### src/rtl/pucch_ncs_hop_if.sv
// Output beat stream of pucch_ncs_hop: symbol index, n_cs and alpha index
// under a valid/ready handshake.
interface pucch_ncs_hop_if;
   logic       o_valid;
   logic       i_ready;
   logic [3:0] o_sym;
   logic [7:0] o_ncs;
   logic [3:0] o_cs;
   logic       o_last;

   modport master (output o_valid, o_sym, o_ncs, o_cs, o_last, input i_ready);
   modport slave  (input o_valid, o_sym, o_ncs, o_cs, o_last, output i_ready);
endinterface

### src/rtl/pucch_ncs_hop.sv
// PUCCH cyclic-shift hopping: skips earlier-slot Gold words from c_seq_gen,
// captures the per-symbol n_cs bytes of n_slot and streams (l, n_cs, alpha).
module pucch_ncs_hop #(
   parameter int unsigned NSYMB     = 14,
   parameter int unsigned NSLOT_MAX = 159
) (
   input  logic            clk,
   input  logic            rst_n,
   input  logic            i_start,
   input  logic [9:0]      i_nid,
   input  logic [7:0]      i_nslot,
   input  logic [3:0]      i_m0,
   input  logic [3:0]      i_mcs,
   output logic            o_prbs_load,
   output logic            o_prbs_en,
   output logic [30:0]     o_prbs_init,
   input  logic [7:0]      i_prbs_word,
   input  logic            i_prbs_valid,
   output logic            o_busy,
   output logic            o_err,
   pucch_ncs_hop_if.master out_if
);
   typedef enum logic [2:0] {IDLE, LOAD, SKIP, COLLECT, OUT} state_t;

   localparam logic [15:0] NSYMB16   = 16'(NSYMB);
   localparam logic [15:0] LAST_WORD = 16'(NSYMB - 1);
   localparam logic [3:0]  LAST_SYM  = 4'(NSYMB - 1);

   state_t      state, state_d;
   logic [9:0]  nid_q;
   logic [7:0]  nslot_q;
   logic [3:0]  m0_q, mcs_q;
   logic        armed_q;
   logic [15:0] word_cnt;
   logic [15:0] skip_words;
   logic [7:0]  ncs_rf [NSYMB];
   logic [3:0]  sym_ptr;
   logic        valid_q, last_q;
   logic [3:0]  sym_q, cs_q;
   logic [7:0]  ncs_q;
   logic        accept, reject, load_beat;
   logic [8:0]  cs_sum, cs_mod;

   // armed_q blocks a start on the first edge after reset release
   assign accept     = (state == IDLE) && armed_q && i_start && (i_nslot <= 8'(NSLOT_MAX));
   assign reject     = (state == IDLE) && armed_q && i_start && (i_nslot >  8'(NSLOT_MAX));
   assign skip_words = NSYMB16 * {8'd0, nslot_q};
   assign cs_sum     = {5'd0, m0_q} + {5'd0, mcs_q} + {1'b0, ncs_rf[sym_ptr]};
   assign cs_mod     = cs_sum % 9'd12;

   assign o_busy         = (state != IDLE);
   assign o_prbs_init    = {21'd0, nid_q};
   assign out_if.o_valid = valid_q;
   assign out_if.o_sym   = sym_q;
   assign out_if.o_ncs   = ncs_q;
   assign out_if.o_cs    = cs_q;
   assign out_if.o_last  = last_q;

   always_ff @(posedge clk or negedge rst_n) begin
      if (!rst_n) state <= IDLE;
      else        state <= state_d;
   end

   always_comb begin
      state_d     = state;
      o_prbs_load = 1'b0;
      o_prbs_en   = 1'b0;
      load_beat   = 1'b0;
      unique case (state)
         IDLE: if (accept) state_d = LOAD;
         LOAD: begin
            o_prbs_load = 1'b1;
            o_prbs_en   = 1'b1;
            state_d     = (skip_words == 16'd0) ? COLLECT : SKIP;
         end
         SKIP: begin
            o_prbs_en = 1'b1;
            if (i_prbs_valid && (word_cnt == skip_words - 16'd1)) state_d = COLLECT;
         end
         COLLECT: begin
            o_prbs_en = 1'b1;
            if (i_prbs_valid && (word_cnt == LAST_WORD)) state_d = OUT;
         end
         OUT: begin
            if (!valid_q) load_beat = 1'b1;
            else if (out_if.i_ready) begin
               if (last_q) state_d = IDLE;
               else        load_beat = 1'b1;
            end
         end
         default: state_d = IDLE;
      endcase
   end

   always_ff @(posedge clk or negedge rst_n) begin
      if (!rst_n) begin
         armed_q  <= 1'b0;
         o_err    <= 1'b0;
         nid_q    <= '0;
         nslot_q  <= '0;
         m0_q     <= '0;
         mcs_q    <= '0;
         word_cnt <= '0;
         sym_ptr  <= '0;
         valid_q  <= 1'b0;
         last_q   <= 1'b0;
         sym_q    <= '0;
         ncs_q    <= '0;
         cs_q     <= '0;
         for (int unsigned i = 0; i < NSYMB; i++) ncs_rf[i] <= '0;
      end else begin
         armed_q <= 1'b1;
         o_err   <= reject;
         if (accept) begin
            nid_q   <= i_nid;
            nslot_q <= i_nslot;
            m0_q    <= i_m0;
            mcs_q   <= i_mcs;
         end
         // one counter serves both phases: it restarts at the SKIP->COLLECT boundary
         if (state == LOAD) word_cnt <= '0;
         else if (((state == SKIP) || (state == COLLECT)) && i_prbs_valid) begin
            if ((state == SKIP) && (state_d == COLLECT)) word_cnt <= '0;
            else                                         word_cnt <= word_cnt + 16'd1;
            if (state == COLLECT) ncs_rf[word_cnt[3:0]] <= i_prbs_word;
         end
         if (state != OUT) sym_ptr <= '0;
         if (load_beat) begin
            valid_q <= 1'b1;
            sym_q   <= sym_ptr;
            ncs_q   <= ncs_rf[sym_ptr];
            cs_q    <= cs_mod[3:0];
            last_q  <= (sym_ptr == LAST_SYM);
            sym_ptr <= sym_ptr + 4'd1;
         end else if ((state == OUT) && valid_q && out_if.i_ready && last_q) begin
            valid_q <= 1'b0;
            last_q  <= 1'b0;
         end
      end
   end
endmodule

### src/flat_wrapper.sv
// flat-port wrapper written by rule: the top's interface ports become plain ports
module pucch_ncs_hop_flat 
#(
   parameter int unsigned NSYMB     = 14,
   parameter int unsigned NSLOT_MAX = 159
)
  (clk, rst_n, i_start, i_nid, i_nslot, i_m0, i_mcs, o_prbs_load, o_prbs_en, o_prbs_init, i_prbs_word, i_prbs_valid, o_busy, o_err, out_if_o_valid, out_if_o_sym, out_if_o_ncs, out_if_o_cs, out_if_o_last, out_if_i_ready);
  pucch_ncs_hop_if out_if_i ();
  input  logic clk;
  input  logic rst_n;
  input  logic i_start;
  input  logic [9:0] i_nid;
  input  logic [7:0] i_nslot;
  input  logic [3:0] i_m0;
  input  logic [3:0] i_mcs;
  output logic o_prbs_load;
  output logic o_prbs_en;
  output logic [30:0] o_prbs_init;
  input  logic [7:0] i_prbs_word;
  input  logic i_prbs_valid;
  output logic o_busy;
  output logic o_err;
  output wire logic [$bits(out_if_i.o_valid)-1:0] out_if_o_valid;
  output wire logic [$bits(out_if_i.o_sym)-1:0] out_if_o_sym;
  output wire logic [$bits(out_if_i.o_ncs)-1:0] out_if_o_ncs;
  output wire logic [$bits(out_if_i.o_cs)-1:0] out_if_o_cs;
  output wire logic [$bits(out_if_i.o_last)-1:0] out_if_o_last;
  input wire logic [$bits(out_if_i.i_ready)-1:0] out_if_i_ready;
  assign out_if_o_valid = out_if_i.o_valid;
  assign out_if_o_sym = out_if_i.o_sym;
  assign out_if_o_ncs = out_if_i.o_ncs;
  assign out_if_o_cs = out_if_i.o_cs;
  assign out_if_o_last = out_if_i.o_last;
  assign out_if_i.i_ready = out_if_i_ready;
  pucch_ncs_hop #(.NSYMB(NSYMB), .NSLOT_MAX(NSLOT_MAX)) u_core (.clk(clk), .rst_n(rst_n), .i_start(i_start), .i_nid(i_nid), .i_nslot(i_nslot), .i_m0(i_m0), .i_mcs(i_mcs), .o_prbs_load(o_prbs_load), .o_prbs_en(o_prbs_en), .o_prbs_init(o_prbs_init), .i_prbs_word(i_prbs_word), .i_prbs_valid(i_prbs_valid), .o_busy(o_busy), .o_err(o_err), .out_if(out_if_i));
endmodule
### config.mk
export PLATFORM = sky130hd
export DESIGN_NAME = pucch_ncs_hop_flat
export DESIGN_NICKNAME = d
export VERILOG_FILES = /design/src/rtl/pucch_ncs_hop_if.sv /design/src/rtl/pucch_ncs_hop.sv /design/src/flat_wrapper.sv
export SDC_FILE = /design/constraint.sdc
export NUM_CORES = 1
export LEC_CHECK = 0
export CORE_MARGIN = 1.5
export CORE_UTILIZATION = 25
export CTS_CLUSTER_DIAMETER = 200
export CTS_CLUSTER_SIZE = 30
export DETAILED_ROUTE_END_ITERATION = 10
export DONT_BUFFER_PORTS = 1
export PLACE_DENSITY_LB_ADDON = 0.08
export SETUP_SLACK_MARGIN = 0.4
export SYNTH_ARGS = -nofsm -noshare
export SYNTH_HDL_FRONTEND = slang
export SYNTH_SLANG_ARGS = --single-unit
### constraint.sdc
create_clock -name clk -period 8.2 [get_ports clk]
set_input_delay 0.82 -clock clk [delete_from_list [all_inputs] [get_ports clk]]
set_output_delay 0.82 -clock clk [all_outputs]
set_load 0.01 [all_outputs]
### Yosys cells after proc, flatten, opt, wreduce, memory -nomap -nowiden

Index checks and enable logic that the tools add are counted.

| word-level totals | value |
|---|---|
| register bits after elaboration | 181 |
| bits of input ports | 39 |
| output and inout bits | 53 |
| logic and storage cells | 101 |

| cells by class | value |
|---|---|
| add/subtract/negate cells | 5 |
| multipliers | 1 |
| divide/modulo/power cells | 1 |
| magnitude comparators | 5 |
| equality and inequality tests | 9 |
| muxes and demuxes | 28 |
| bitwise operators | 3 |
| reduce and logical (&&, ||, !) cells | 21 |

Operator list:

| operator | count |
|---|---|
| $bwmux W112 | 1 |
| $mux W16 | 3 |
| $bmux W8 S4 | 1 |
| $demux W8 S4 | 1 |
| $mux W8 | 3 |
| $mux W3 | 6 |
| $add A16 B1 Y16 const B | 1 |
| $eq A16 B16 Y1 | 1 |
| $eq A16 B4 Y1 const B | 1 |
| $logic_not A16 Y1 | 1 |
| $pmux W3 S5 | 1 |
| $sub A12 B1 Y13 const B | 1 |
| $logic_and A1 B1 Y1 | 12 |
| $mul A3 B8 Y11 const A | 1 |
| $ge A5 B5 Y1 const B | 2 |
| $mux W1 | 10 |
| $not A4 Y5 | 2 |
| $add A9 B8 Y9 | 1 |
| $eq A3 B2 Y1 const B | 3 |
| $mod A9 B4 Y9 const B | 1 |
| $gt A8 B8 Y1 const B | 1 |
| $le A8 B8 Y1 const B | 1 |
| $mux W4 | 2 |
| $reduce_bool A2 Y1 | 3 |
| 13 further kinds | 13 |

### Depth between registers and ports, before layout

| depth | value |
|---|---|
| word-level depth | 11 |
| mapped depth | 20 |

### Worst setup path before layout

No wires, ideal clock.

| path | value |
|---|---|
| kind | register to register |
| start | register u_core.sym_ptr[0] |
| end | register u_core.cs_q[2] (netlist: u_core.out_if.o_cs[2]) |
| setup time | 0.126 ns |
| arrival | 4.774 ns |
| data required time | 8.074 ns |
| slack | 3.300 ns |
| stages on the path, launching flop included | 21 |
| path buffers | 4 |
| period minus slack after synthesis | 4.900 ns |
| cells stage by stage | dfrtp_1 buf_6 buf_2 buf_1 clkbuf_1 mux4_2 nand2_1 a31oi_1 ha_1 inv_1 fa_1 nor2b_1 o21ai_0 and2_1 xnor3_2 inv_1 or4_1 a31oi_1 nor3_1 a221oi_2 a21oi_1 |

| on the way | value |
|---|---|
| cells in the longest elaborated chain, start to end | 6 |

Ends and longest elaborated chain:

| item | line | RTL |
|---|---|---|
| start, declared | pucch_ncs_hop.sv:37 | `logic [3:0] sym_ptr;` |
| start signal, assigned | pucch_ncs_hop.sv:134 | `sym_ptr <= sym_ptr + 4'd1;` |
| $not A4 Y5 (not written as such) | pucch_ncs_hop.sv:48 | `assign cs_sum = {5'd0, m0_q} + {5'd0, mcs_q} + {1'b0, ncs_rf[sym_ptr]};` |
| $bmux W8 S4 | pucch_ncs_hop.sv:48 |  |
| $mux W8 (not written as such) (2 in series) | pucch_ncs_hop.sv:48 |  |
| $add A9 B8 Y9 | pucch_ncs_hop.sv:48 |  |
| $mod A9 B4 Y9 | pucch_ncs_hop.sv:49 | `assign cs_mod = cs_sum % 9'd12;` |
| end signal, assigned | pucch_ncs_hop.sv:132 | `cs_q <= cs_mod[3:0];` |
| end, declared | pucch_ncs_hop.sv:39 | `logic [3:0] sym_q, cs_q;` |

Every way passes these cells. The select of a mux whose other input is x is not followed.
A chain may end at the register's enable or synchronous reset.

### Worst setup path after layout

Ends and elaborated chain as after synthesis.

==> flow_summary.yaml <==
status:
  status: "completed"
yosys:
  synth-compound-area-share_pct: 8.07
  synth_xor_xnor_area_share_pct: 3.52
  netlist-cell-type-count: 67
  avgSynthCellArea_sq_um: 11.6
  synth_mux_area_share_pct: 22.1
  synth_area_leaders: "dfrtp_1 (46%), mux2_2 (16%), mux4_2 (5.2%)"
  yosys.area.top_type: "dfrtp_1"
  synthSimpleGateAreaFrac_pct: 10.5
  syn-instance-count: 851
  synthAdderAreaFrac_pct: 5.43
  yosysWarnings: 0
  seq_area_frac_synth_pct: 45.7
  ys.flop_type: "dfrtp_1"
  synthArstFlopShare_pct: 100
  synth_top_family_by_area: "multiplexers"
  synth_seq_cells: 181
  synth_edf_count: 0
  synth_top_area_share_pct: 45.7
  synth_area_sq_um: 9910
timing:
  hold_viol: 0
  final.setup.tns_ns: 0
  tightest_slew_ns: 0.933
  clock.fmax_mhz: 195
  hold_ws_ns: 0.0743
  setup_viol: 0
  rsz0062_at_grt: "no"
  slew_viol_final: 0
  post-route-min-period_ns: 5.12
  period_share_pct: 62.4
  fin_worst_skew_ns: 0.0179
  slew-limit-headroom_pct: 37.8
grt:
  grt-ovfl-total: 0
  track_usage_pct: 13.7
  grt_max_degree: 182
  grt_first_pass_wirelength_um: 42000
  grt_antenna_before_repair: 0
  grt_pass1_vias: 6598
critical_path:
  cp_slowest_stage_delay_ns: 0.81
  critPathMaxFanout: 21
  cp_slowest_cell: "dfrtp_2"
  reg2regPathDepth: 16
  worstSetupPathType: "register to register"
  start_kind: "register"
  crit_cells: 16
  critPathRequiredTime_ns: 8.52
  cp_cell_sequence: "buf_4 > mux4_2 > a221oi_1 > a31o_2 > inv_1 > ha_1 > a21o_1 > a21oi_1 > nor2b_1 > a31oi_1 > nor3b_1 > o32ai_1 > a32oi_1 > nor3_1 > a221oi_2 > a21oi_1"
  arrival_ns: 5.44
  path_buf_inv: 2
  cp_common_cell: "a21oi_1"
  end_kind: "register"
  cp_top_family: "compound AO/OA/AOI/OAI gates"
route:
  ant_nets: 0
  drtIter0Drc: 324
  wl_per_cell_um: 19.6
  firstDrtPassIters: 4
  routed_via_density: 4.68
  totalWireLength_um: 26700
  num_vias: 6353
  drc: 0
pwr:
  cellPowerDensity_nw_per_um2: 385
  p_leak_nw: 4.93
  vdd_drop_max_mv: 0.161
  power.total_mw: 4.19
flow_run:
  cap_violations: 0
clock_tree:
  cts_resized: 0
  ctsHoldBuffers: 0
  clk_latency_ns: 0.45
  cts_root_buf: "clkbuf_16"
  cts_tree: "yes"
  h-tree-depth: 4
  clk_pin_slew_ns: 0.07
  cts_setup_buffers: 0
  cts_made_buffers: 17
  cts_buffer_depth: 2
  cts_sinks: 181
cells_and_area:
  n_fill_cell: 4037
  area.growth.synth_to_final_pct: 9.78
  final_util_pct: 28.0
  final_cells: 1358
  drive_gt1_share_pct: 25.1
  antenna_cells: 0
  final_nets: 904
floorplanning:
  row_count: 72
  io_pins: 92
  die-area_sq_um: 40800
  start_util_pct: 25.5
  fp.dieH_um: 202
  die_w_um: 202
  core_sq_um: 38800
place:
  dp_cells: 1327
  io_buffers: 0
  dpl.hpwl_um: 18200
  gp_congestion: 0.758
worst_hold_path:
  hold_class: "input pin to async pin"
layout by cell type (no fill, tap or decap), types with 9 or more instances in the layout:
master     count
nor2_1        32
nand2_1       76
fa_1          10
nor3_1        12
clkbuf_16     17
nand3_1       23
o21ai_0       26
mux4_2        23
xnor2_1       19
ha_1          27
a21o_1         9
and3_1         9
inv_1         32
dfrtp_1      180
a31oi_1        9
nor2b_1        9
a21oi_1       18
nor4_1         9
mux2_2       142
xor2_1        13
conb_1        22
final cells by class:
type / instances / area [sq um] / area share [%]
clock inverter: 13 / 110 / 1.01
clock buffer: 18 / 439 / 4.04
multi-input combinational: 592 / 5000 / 45.9
timing repair buffer: 4 / 30.0 / 0.276
inverter: 32 / 120 / 1.10
tap: 518 / 648 / 5.96
sequential: 181 / 4530 / 41.7
through the flow:
stage / instance area (sq um) / setup slack, ns
floorplan: 9980 / 3.30
global placement: 10300 / 2.93
detailed placement: 10300 / 3.00
CTS: 10900 / 2.98
global route: 10900 / 2.66
finish: 10900 / 3.08
state kept, by name, summed over array words and instances (netlist names), 3 cells and up:
signal / cells
u_core.nid_q: 10
u_core.ncs_rf: 112
u_core.mcs_q: 4
u_core.out_if.o_sym: 4
u_core.out_if.o_cs: 4
u_core.sym_ptr: 4
u_core.m0_q: 4
u_core.out_if.o_ncs: 8
u_core.nslot_q: 8
u_core.word_cnt: 16
u_core.state: 3
kinds of logic after synthesis:
| kind of cell | count (synthesis) |
|---|---|
| AO/OA/AOI/OAI | 114 |
| XOR/XNOR | 35 |
| adder cells (fa/ha/maj) | 37 |
| buffers and inverters | 98 |
| flip-flops | 181 |
| multiplexers | 172 |
| other | 2 |
| AND/OR/NAND/NOR | 212 |
path summary, 6_finish.rpt:
path	start	endpoint	slack (ns)
max	u_core.sym_ptr[0]$_DFFE_PN0P_	u_core.out_if.o_cs[2]$_DFFE_PN0P_	3.08
min	rst_n	u_core.ncs_rf[71]$_DFFE_PN0P_	0.07
max reg2reg	u_core.sym_ptr[0]$_DFFE_PN0P_	u_core.out_if.o_cs[2]$_DFFE_PN0P_	3.08
min reg2reg	u_core.ncs_rf[92]$_DFFE_PN0P_	u_core.ncs_rf[92]$_DFFE_PN0P_	0.50
max in group asynchronous	rst_n	u_core.m0_q[1]$_DFFE_PN0P_	7.83
min in group clk	i_nslot[0]	u_core.nslot_q[0]$_DFFE_PN0P_	0.49
worst reg2reg max path, cell delays in order, from the launching register on:
cell      delay (ns)
dfrtp_2         0.81
buf_4           0.46
mux4_2          0.55
a221oi_1        0.29
a31o_2          0.20
inv_1           0.06
ha_1            0.28
a21o_1          0.17
a21oi_1         0.20
nor2b_1         0.14
a31oi_1         0.60
nor3b_1         0.28
o32ai_1         0.11
a32oi_1         0.31
nor3_1          0.14
a221oi_2        0.28
a21oi_1         0.10
cells in the mapped netlist (19+ instances only):
library cell	instances
nor2_1	32
dfrtp_1	181
clkbuf_1	38
xnor2_1	19
o21ai_0	26
inv_1	32
mux4_2	23
nand2_1	76
nand3_1	23
ha_1	27
mux2_2	142
buf_4	21
layer usage:
metal,share of wire (%),vias to the layer above,GRT usage (%)
li1,-,2975,-
met1,49,3285,19.5
met2,46,82,20.7
met3,4.2,11,3.55
met4,0.89,0,3.33
met5,0,-,0
power breakdown:
group,switching (mW),internal (mW)
combinational,1.11,0.964
clock,0.401,0.404
sequential,0.183,1.12
Note: power is estimated with default switching activity, not from simulation.
